**config.mk**
```make
export PLATFORM = sky130hd
export DESIGN_NAME = instruction_queue_register
export DESIGN_NICKNAME = d
export VERILOG_FILES = /design/src/rtl/ir_pkg.sv /design/src/rtl/ir_fifo.sv /design/src/rtl/instruction_queue_register.sv
export SDC_FILE = /design/constraint.sdc
export NUM_CORES = 1
export LEC_CHECK = 0
export CORE_MARGIN = 4
export CORE_UTILIZATION = 46
export DETAILED_ROUTE_END_ITERATION = 8
export HOLD_SLACK_MARGIN = 0.1
export PLACE_DENSITY = 0.68
export SYNTH_ARGS = -nofsm -noshare
export SYNTH_HDL_FRONTEND = slang
export SYNTH_HIERARCHICAL = 1
export SYNTH_SLANG_ARGS = --single-unit
```
**constraint.sdc**
```tcl
create_clock -name clock -period 4.5 [get_ports clock]
set_input_delay 0.9 -clock clock [delete_from_list [all_inputs] [get_ports clock]]
set_output_delay 0.9 -clock clock [all_outputs]
set_load 0.02 [all_outputs]
```
**src/rtl/ir_pkg.sv**
```systemverilog
// Shared constants and the instruction word layout for the instruction queue register.
package ir_pkg;

    localparam int OPCODE_W_DEF = 4;
    localparam int DATA_W_DEF   = 4;
    localparam int DEPTH_DEF    = 4;

    localparam logic [OPCODE_W_DEF-1:0] IR_NOP = '0;

    typedef struct packed {
        logic [OPCODE_W_DEF-1:0] opcode;
        logic [DATA_W_DEF-1:0]   data;
    } ir_word_t;

endpackage

```
**src/rtl/ir_fifo.sv**
```systemverilog
// DEPTH x WIDTH instruction queue; occupancy is the single source of full/empty.
module ir_fifo #(
    parameter  int DEPTH = 4,
    parameter  int WIDTH = 8,
    localparam int CNT_W = $clog2(DEPTH + 1),
    localparam int PTR_W = $clog2(DEPTH)
) (
    input  logic             clock,
    input  logic             reset,
    input  logic             flush,
    input  logic             push,
    input  logic             pop,
    input  logic [WIDTH-1:0] wr_data,
    output logic [WIDTH-1:0] rd_data,
    output logic [CNT_W-1:0] count,
    output logic             full,
    output logic             empty
);

    logic [WIDTH-1:0] mem_q [DEPTH];
    logic [PTR_W-1:0] wr_ptr_q, wr_ptr_d;
    logic [PTR_W-1:0] rd_ptr_q, rd_ptr_d;
    logic [CNT_W-1:0] count_q, count_d;
    logic             do_push;
    logic             do_pop;

    assign full    = (count_q == CNT_W'(DEPTH));
    assign empty   = (count_q == '0);
    assign do_push = push && !full && !flush;
    assign do_pop  = pop && !empty && !flush;
    assign rd_data = mem_q[rd_ptr_q];
    assign count   = count_q;

    always_comb begin
        wr_ptr_d = wr_ptr_q;
        rd_ptr_d = rd_ptr_q;
        count_d  = count_q;
        if (flush) begin
            wr_ptr_d = '0;
            rd_ptr_d = '0;
            count_d  = '0;
        end else begin
            if (do_push) wr_ptr_d = wr_ptr_q + PTR_W'(1);
            if (do_pop)  rd_ptr_d = rd_ptr_q + PTR_W'(1);
            count_d = count_q + CNT_W'(do_push) - CNT_W'(do_pop);
        end
    end

    always_ff @(posedge clock or posedge reset) begin
        if (reset) begin
            wr_ptr_q <= '0;
            rd_ptr_q <= '0;
            count_q  <= '0;
        end else begin
            wr_ptr_q <= wr_ptr_d;
            rd_ptr_q <= rd_ptr_d;
            count_q  <= count_d;
        end
    end

    // Storage is not reset; stale contents are unreachable once count is 0.
    always_ff @(posedge clock) begin
        if (do_push) mem_q[wr_ptr_q] <= wr_data;
    end

endmodule

```
**src/rtl/instruction_queue_register.sv**
```systemverilog
// Instruction FIFO feeding a registered IR split into opcode/operand.
// Optional per-entry even-parity check enabled by defining IR_PARITY_EN.
module instruction_queue_register
    import ir_pkg::*;
#(
    parameter  int OPCODE_W = OPCODE_W_DEF,
    parameter  int DATA_W   = DATA_W_DEF,
    parameter  int DEPTH    = DEPTH_DEF,
    localparam int INSTR_W  = OPCODE_W + DATA_W,
    localparam int CNT_W    = $clog2(DEPTH + 1)
) (
    input  logic                clock,
    input  logic                reset,
    input  logic                flush,
    input  logic                instr_valid,
    input  logic [INSTR_W-1:0]  instruction,
`ifdef IR_PARITY_EN
    input  logic                instr_parity,
    output logic                parity_err,
`endif
    output logic                instr_ready,
    input  logic                load_ir,
    output logic [OPCODE_W-1:0] opcode,
    output logic [DATA_W-1:0]   data_out,
    output logic                ir_valid,
    output logic [CNT_W-1:0]    count
);

`ifdef IR_PARITY_EN
    localparam int ENTRY_W = INSTR_W + 1;
`else
    localparam int ENTRY_W = INSTR_W;
`endif

    logic [ENTRY_W-1:0]  entry_wr;
    logic [ENTRY_W-1:0]  entry_rd;
    logic                fifo_full;
    logic                fifo_empty;
    logic                pop_ok;
    logic                underrun;
    logic [OPCODE_W-1:0] opcode_q, opcode_d;
    logic [DATA_W-1:0]   data_q, data_d;
    logic                ir_valid_q, ir_valid_d;

`ifdef IR_PARITY_EN
    assign entry_wr = {instr_parity, instruction};
`else
    assign entry_wr = instruction;
`endif

    ir_fifo #(
        .DEPTH (DEPTH),
        .WIDTH (ENTRY_W)
    ) u_fifo (
        .clock   (clock),
        .reset   (reset),
        .flush   (flush),
        .push    (instr_valid),
        .pop     (load_ir),
        .wr_data (entry_wr),
        .rd_data (entry_rd),
        .count   (count),
        .full    (fifo_full),
        .empty   (fifo_empty)
    );

    assign instr_ready = !fifo_full;
    // flush swallows load_ir entirely, so it is neither a pop nor an underrun.
    assign pop_ok      = load_ir && !fifo_empty && !flush;
    assign underrun    = load_ir && fifo_empty && !flush;

    always_comb begin
        opcode_d   = opcode_q;
        data_d     = data_q;
        ir_valid_d = ir_valid_q;
        if (pop_ok) begin
            {opcode_d, data_d} = entry_rd[INSTR_W-1:0];
            ir_valid_d         = 1'b1;
        end else if (underrun) begin
            ir_valid_d = 1'b0;
        end
    end

    always_ff @(posedge clock or posedge reset) begin
        if (reset) begin
            opcode_q   <= OPCODE_W'(IR_NOP);
            data_q     <= '0;
            ir_valid_q <= 1'b0;
        end else begin
            opcode_q   <= opcode_d;
            data_q     <= data_d;
            ir_valid_q <= ir_valid_d;
        end
    end

    assign opcode   = opcode_q;
    assign data_out = data_q;
    assign ir_valid = ir_valid_q;

`ifdef IR_PARITY_EN
    logic parity_err_q, parity_err_d;

    always_comb begin
        parity_err_d = parity_err_q;
        if (pop_ok)
            parity_err_d = (^entry_rd[INSTR_W-1:0]) != entry_rd[INSTR_W];
        else if (underrun)
            parity_err_d = 1'b0;
    end

    always_ff @(posedge clock or posedge reset) begin
        if (reset) parity_err_q <= 1'b0;
        else       parity_err_q <= parity_err_d;
    end

    assign parity_err = parity_err_q;
`endif

endmodule
```
# After elaboration in Yosys (flattened, before gate mapping)
# Memories as Yosys holds them, arrays and structs flattened. A register that Yosys moved wholly into a read port is not among the register bits.
# Cells that the tools add are included.
classes:
  add_sub_neg: 4
  eq_ne: 1
  n_mux: 9
  n_reduce_logical: 13
ops:
  columns: ["cell", "n"]
  rows:
  - ["$mux W2", 4]
  - ["$logic_and A1 B1 Y1", 6]
  - ["$reduce_bool A2 Y1", 3]
  - ["$add A2 B1 Y2 const B", 2]
  - ["$mux W1", 4]
  - ["$add A3 B1 Y3", 1]
  - ["$eq A3 B3 Y1 const B", 1]
  - ["$logic_not A1 Y1", 3]
  - ["$logic_not A3 Y1", 1]
  - ["$mux W3", 1]
  - ["$sub A3 B1 Y3", 1]
totals:
  reg_bits: 8
  mem_bits_rw: 32
  inputBits: 13
  output_inout_bits: 13
  wordCells: 32
  n_memories: 1
memory_table:
  columns: ["name", "depth", "width", "read_ports", "rd_clocked_by_memory_dff", "write_ports", "line_no", "source"]
  rows:
  - ["u_fifo.mem_q", 4, 8, 1, 1, 1, "ir_fifo.sv:20", "logic [WIDTH-1:0] mem_q [DEPTH];"]

# Logic depth before layout (Yosys ltp)
depth:
  depth_word: 7
  ltp_mapped: 10
  depth_no_buf: 10

# By module
# The synthesis kept the hierarchy.
by_module_without_submodules:
  columns: ["mod", "instances", "cells_each", "area_per_inst_um2", "seq_area_each_um2"]
  rows:
  - ["ir_fifo", 1, 90, 1630.3, 1136.1]
  - ["instruction_queue_register", 1, 22, 355.3, 225.2]

# Worst setup path after synthesis
# No wires, ideal clock.
synth_path:
  path_kind: "input -> register"
  from: "in flush"
  to: "reg u_fifo.count_q[2] (netlist: u_fifo/count[2])"
  setup_time_ps: 132
  arrival_time_ps: 2414
  required_ps: 4368
  path_slack_ps: 1954
  cell_stages: 10
  path_buffers: 1
  cell_sequence: "clkbuf_1 nor3_2 inv_1 ha_1 inv_1 ha_1 inv_1 fa_1 xnor2_1 nor2_1"
synth_via:
  elab_chain_cells: 5
  word_cells_on_any_way: 6
  cone_classes: "add/sub (2); mux (1); reduce/logical (3)"
synth_lines:
  columns: ["element", "line_no", "source"]
  rows:
  - ["start, declared", "instruction_queue_register.sv:14", "input logic flush,"]
  - ["$logic_not A1 Y1", "ir_fifo.sv:29, ir_fifo.sv:30", null]
  - ["$logic_and A1 B1 Y1", "ir_fifo.sv:29", "assign do_push = push && !full && !flush;"]
  - ["$add A3 B1 Y3", "ir_fifo.sv:45", "count_d = count_q + CNT_W'(do_push) - CNT_W'(do_pop);"]
  - ["$sub A3 B1 Y3", "ir_fifo.sv:45", null]
  - ["$mux W3 (*)", "ir_fifo.sv:38", "if (flush) begin"]
  - ["net u_fifo.count_d[2]", "ir_fifo.sv:23", "logic [CNT_W-1:0] count_q, count_d;"]
  - ["end signal, assigned", "ir_fifo.sv:57", "count_q <= count_d;"]
  - ["end, declared", "ir_fifo.sv:23", null]
# Mark *: on every way through the listed nets, which the timed path passes. The rest lies on a longest branch.
# A chain may end at the register's enable or synchronous reset.

# Final worst setup path
# Ends and elaborated chain as after synthesis.

==> reports/qor.yml <==
pwr:
  powerDensity_mw_per_mm2: 528
  peakVddDrop_mv: 0.218
  p_leak_nw: 0.875
synth:
  async_flop_share_pct: 33.3
  yosysUniqueCellTypes: 26
  ys_warn_count: 6
  yosysTopAreaCellShare_pct: 48.4
  syn_area_per_cell_um2: 17.7
  netlist_top_cells_count: "edfxtp_1 (32), dfrtp_1 (16), inv_1 (8), mux2_2 (8), mux4_2 (8)"
  synth_area_leaders: "edfxtp_1 (48%), dfrtp_1 (20%), mux4_2 (9.1%)"
  syn_inst: 112
  netlist_area_mm2: 0.00199
  ys.flop_type: "edfxtp_1"
  synth_edf_count: 32
  synth_seq_area_share_pct: 68.6
  synth.most_common_cell: "edfxtp_1"
  synth_area_leader_cell: "edfxtp_1"
  ys_ff_latch: 48
  syn_nets: 132
global_route:
  antenna_found_initial: 0
  grtUsageTotal_pct: 12.7
  overflow: 0
  grt_pass1_wl_um: 4930
  grt_max_degree: 15
  first_global_vias: 1022
detailed_routing:
  dr_wl_met2_um: 1700
  wl_met1_um: 1190
  met3_length_um: 140
  wl_per_cell_um: 16.1
  drtPass1Iterations: 6
  avgViaCountPerCell: 5.29
  top_layer: "met4"
  ant_nets: 0
  wirelength_um: 3090
  num_vias: 1016
  drtIter0Drc: 89
  drc: 0
clock_network:
  root_buffer: "clkbuf_8"
  clk_pin_slew_ns: 0.08
  cts_resized: 0
  cts_tree: "done"
  cts_hold_buf: 0
  cts.sinks: 48
  htreeDepth: 2
  clk_path_buf_depth: 2
  worstSkewPairLatency_ns: 0.29
  cts_buffers: 5
  post-cts-setup-buffers: 0
timing:
  fin_crit_ns: 2.85
  maxSlewHeadroom_pct: 59.8
  setup_viol: 0
  finalClockSkew_ns: 0.00538
  period_share_pct: 63.4
  totalNegativeSetupSlack_ns: 0
  max_freq_ghz: 0.350
  timing.hold.ws_ns: 0.494
  maxSlewViolCount: 0
  tightest_slew_ns: 0.603
  hold_viol: 0
  rsz0062_at_grt: "no"
floorplan:
  num_rows: 23
  io_pins: 26
  die_h_um: 73.7
  initial_core_util_pct: 48.6
  dieArea_mm2: 0.00543
  die_w_um: 73.7
  core_mm2: 0.00409
place:
  dp_hpwl_um: 2160
  place.gp.congestion: 0.736
  io_buffer_count: 25
final_layout:
  fin_nets: 161
  diodes: 0
  drive_gt1_share_pct: 18.3
  area_growth_pct: 19.7
worst_setup_path:
  cp_max_fo: 12
  r2r_start: "u_fifo/count[1]$_DFF_PP0_"
  critPathRequiredTime_ns: 4.66
  slowest_stage: "clkdlybuf4s50_1"
  endpoint_kind: "flop"
  worstSetupStartpointType: "input pin"
  cpMostUsedCell: "inv_1"
  path_cells: "clkdlybuf4s50_1, nor3_2, inv_1, ha_1, inv_1, ha_1, inv_1, fa_1, xnor2_1, nor2_1"
  worst_path_largest_cell_delay_ns: 0.64
  worstPathArrival_ns: 3.02
  cp-startpoint: "flush"
  worst-r2r-setup-slack_ns: 2.30
  crit_end: "u_fifo/count[2]$_DFF_PP0_"
  critical_path_class: "input pin to flop"
  reg2reg_depth: 9
  r2r_end: "u_fifo/count[2]$_DFF_PP0_"
job:
  maxCapViolCount: 0
min_path:
  min_path_type: "flop to flop"
  worst_hold_path.num_cells: 1
outcome:
  status: "completed"
[layout make-up]
class	count	area, µm²
well taps	50	62.6
repair buffers	25	250
multi-input cells	52	576
fillers	320	1710
clock buffers	7	86.3
clock inverters	1	7.51
flip-flops and latches	48	1360
inverters	9	33.8
[metrics by stage]
| stage | cell area, µm² | std cells | setup slack (ns) | power (W) | util (%) |
|---|---|---|---|---|---|
| floorplan | 1990 | 112 | 1.95 | 0.000859 | - |
| global placement | 2280 | 184 | 1.37 | 0.00101 | 55.9 |
| detailed placement | 2280 | 184 | 1.33 | 0.00102 | 55.9 |
| CTS | 2380 | 192 | 1.64 | 0.00127 | 58.2 |
| global route | 2380 | 192 | 1.41 | 0.00133 | 58.2 |
| finish | 2380 | 192 | 1.65 | 0.00125 | 58.2 |
[layer usage]
metal | track usage, % | vias up
li1 | - | 466
met1 | 14.1 | 521
met2 | 22.4 | 22
met3 | 4.51 | 7
met4 | 4.02 | 0
met5 | 0 | -
[cells by family (layout without fill, tap and decap cells)]
kind of cell               count (synthesis)  in the layout  share of synthesized area (%)
adders and majority gates                  7              7                           4.79
muxes                                     17             17                           14.1
AOI/OAI and AO/OA                          5              5                           1.70
and+or+nand+nor                           19             19                           6.62
buffers and inverters                     12             42                           2.46
DFF                                       48             48                           68.6
xor gates and xnor gates                   4              4                           1.76
[how the worst min path moves through the flow]
stage / start / slack [ns] / to
after floorplan: u_fifo/wr_ptr_q[1]$_DFFE_PP0P_ / 0.56 / u_fifo/wr_ptr_q[1]$_DFFE_PP0P_
after global placement: ir_valid$_DFFE_PP0P_ / 0.46 / ir_valid$_DFFE_PP0P_
after detailed placement: ir_valid$_DFFE_PP0P_ / 0.48 / ir_valid$_DFFE_PP0P_
after CTS: ir_valid$_DFFE_PP0P_ / 0.50 / ir_valid$_DFFE_PP0P_
after global routing: ir_valid$_DFFE_PP0P_ / 0.51 / ir_valid$_DFFE_PP0P_
final: ir_valid$_DFFE_PP0P_ / 0.49 / ir_valid$_DFFE_PP0P_
[power by group]
part / switching (W) / leakage [nW] / internal [W]
clock network: 0.000131 / 0.0445 / 0.000125
registers: 0.0000718 / 0.492 / 0.000544
logic: 0.000166 / 0.338 / 0.000217
total: 0.000369 / 0.875 / 0.000886
[flip-flops by register name (all words and copies together), names as in the netlist]
signal and flops:
u_fifo/rd_ptr_q 2, u_fifo/wr_ptr_q 2, u_fifo/count 3, ir_valid 1, data_out 4, opcode 4
u_fifo/mem_q 32
[cell usage in the layout, fill, tap and decap left out, types with 2 or more instances in the layout]
cell type and n:
edfxtp_1 32, clkdlybuf4s50_1 25, dfrtp_1 16, mux2_2 8
inv_1 8, mux4_2 8, clkbuf_8 6, nor2_1 6
ha_1 6, and2_1 4, nand2b_1 3, xor2_1 3
nor3b_4 2
[critical path: cells and delay by family]
family / cells / cell delay (ns)
and+or+nand+nor: 2 / 0.39
adders and majority gates: 3 / 0.76
buffers and inverters: 4 / 0.81
xor gates and xnor gates: 1 / 0.16
Note: power is estimated with default switching activity, not from simulation.
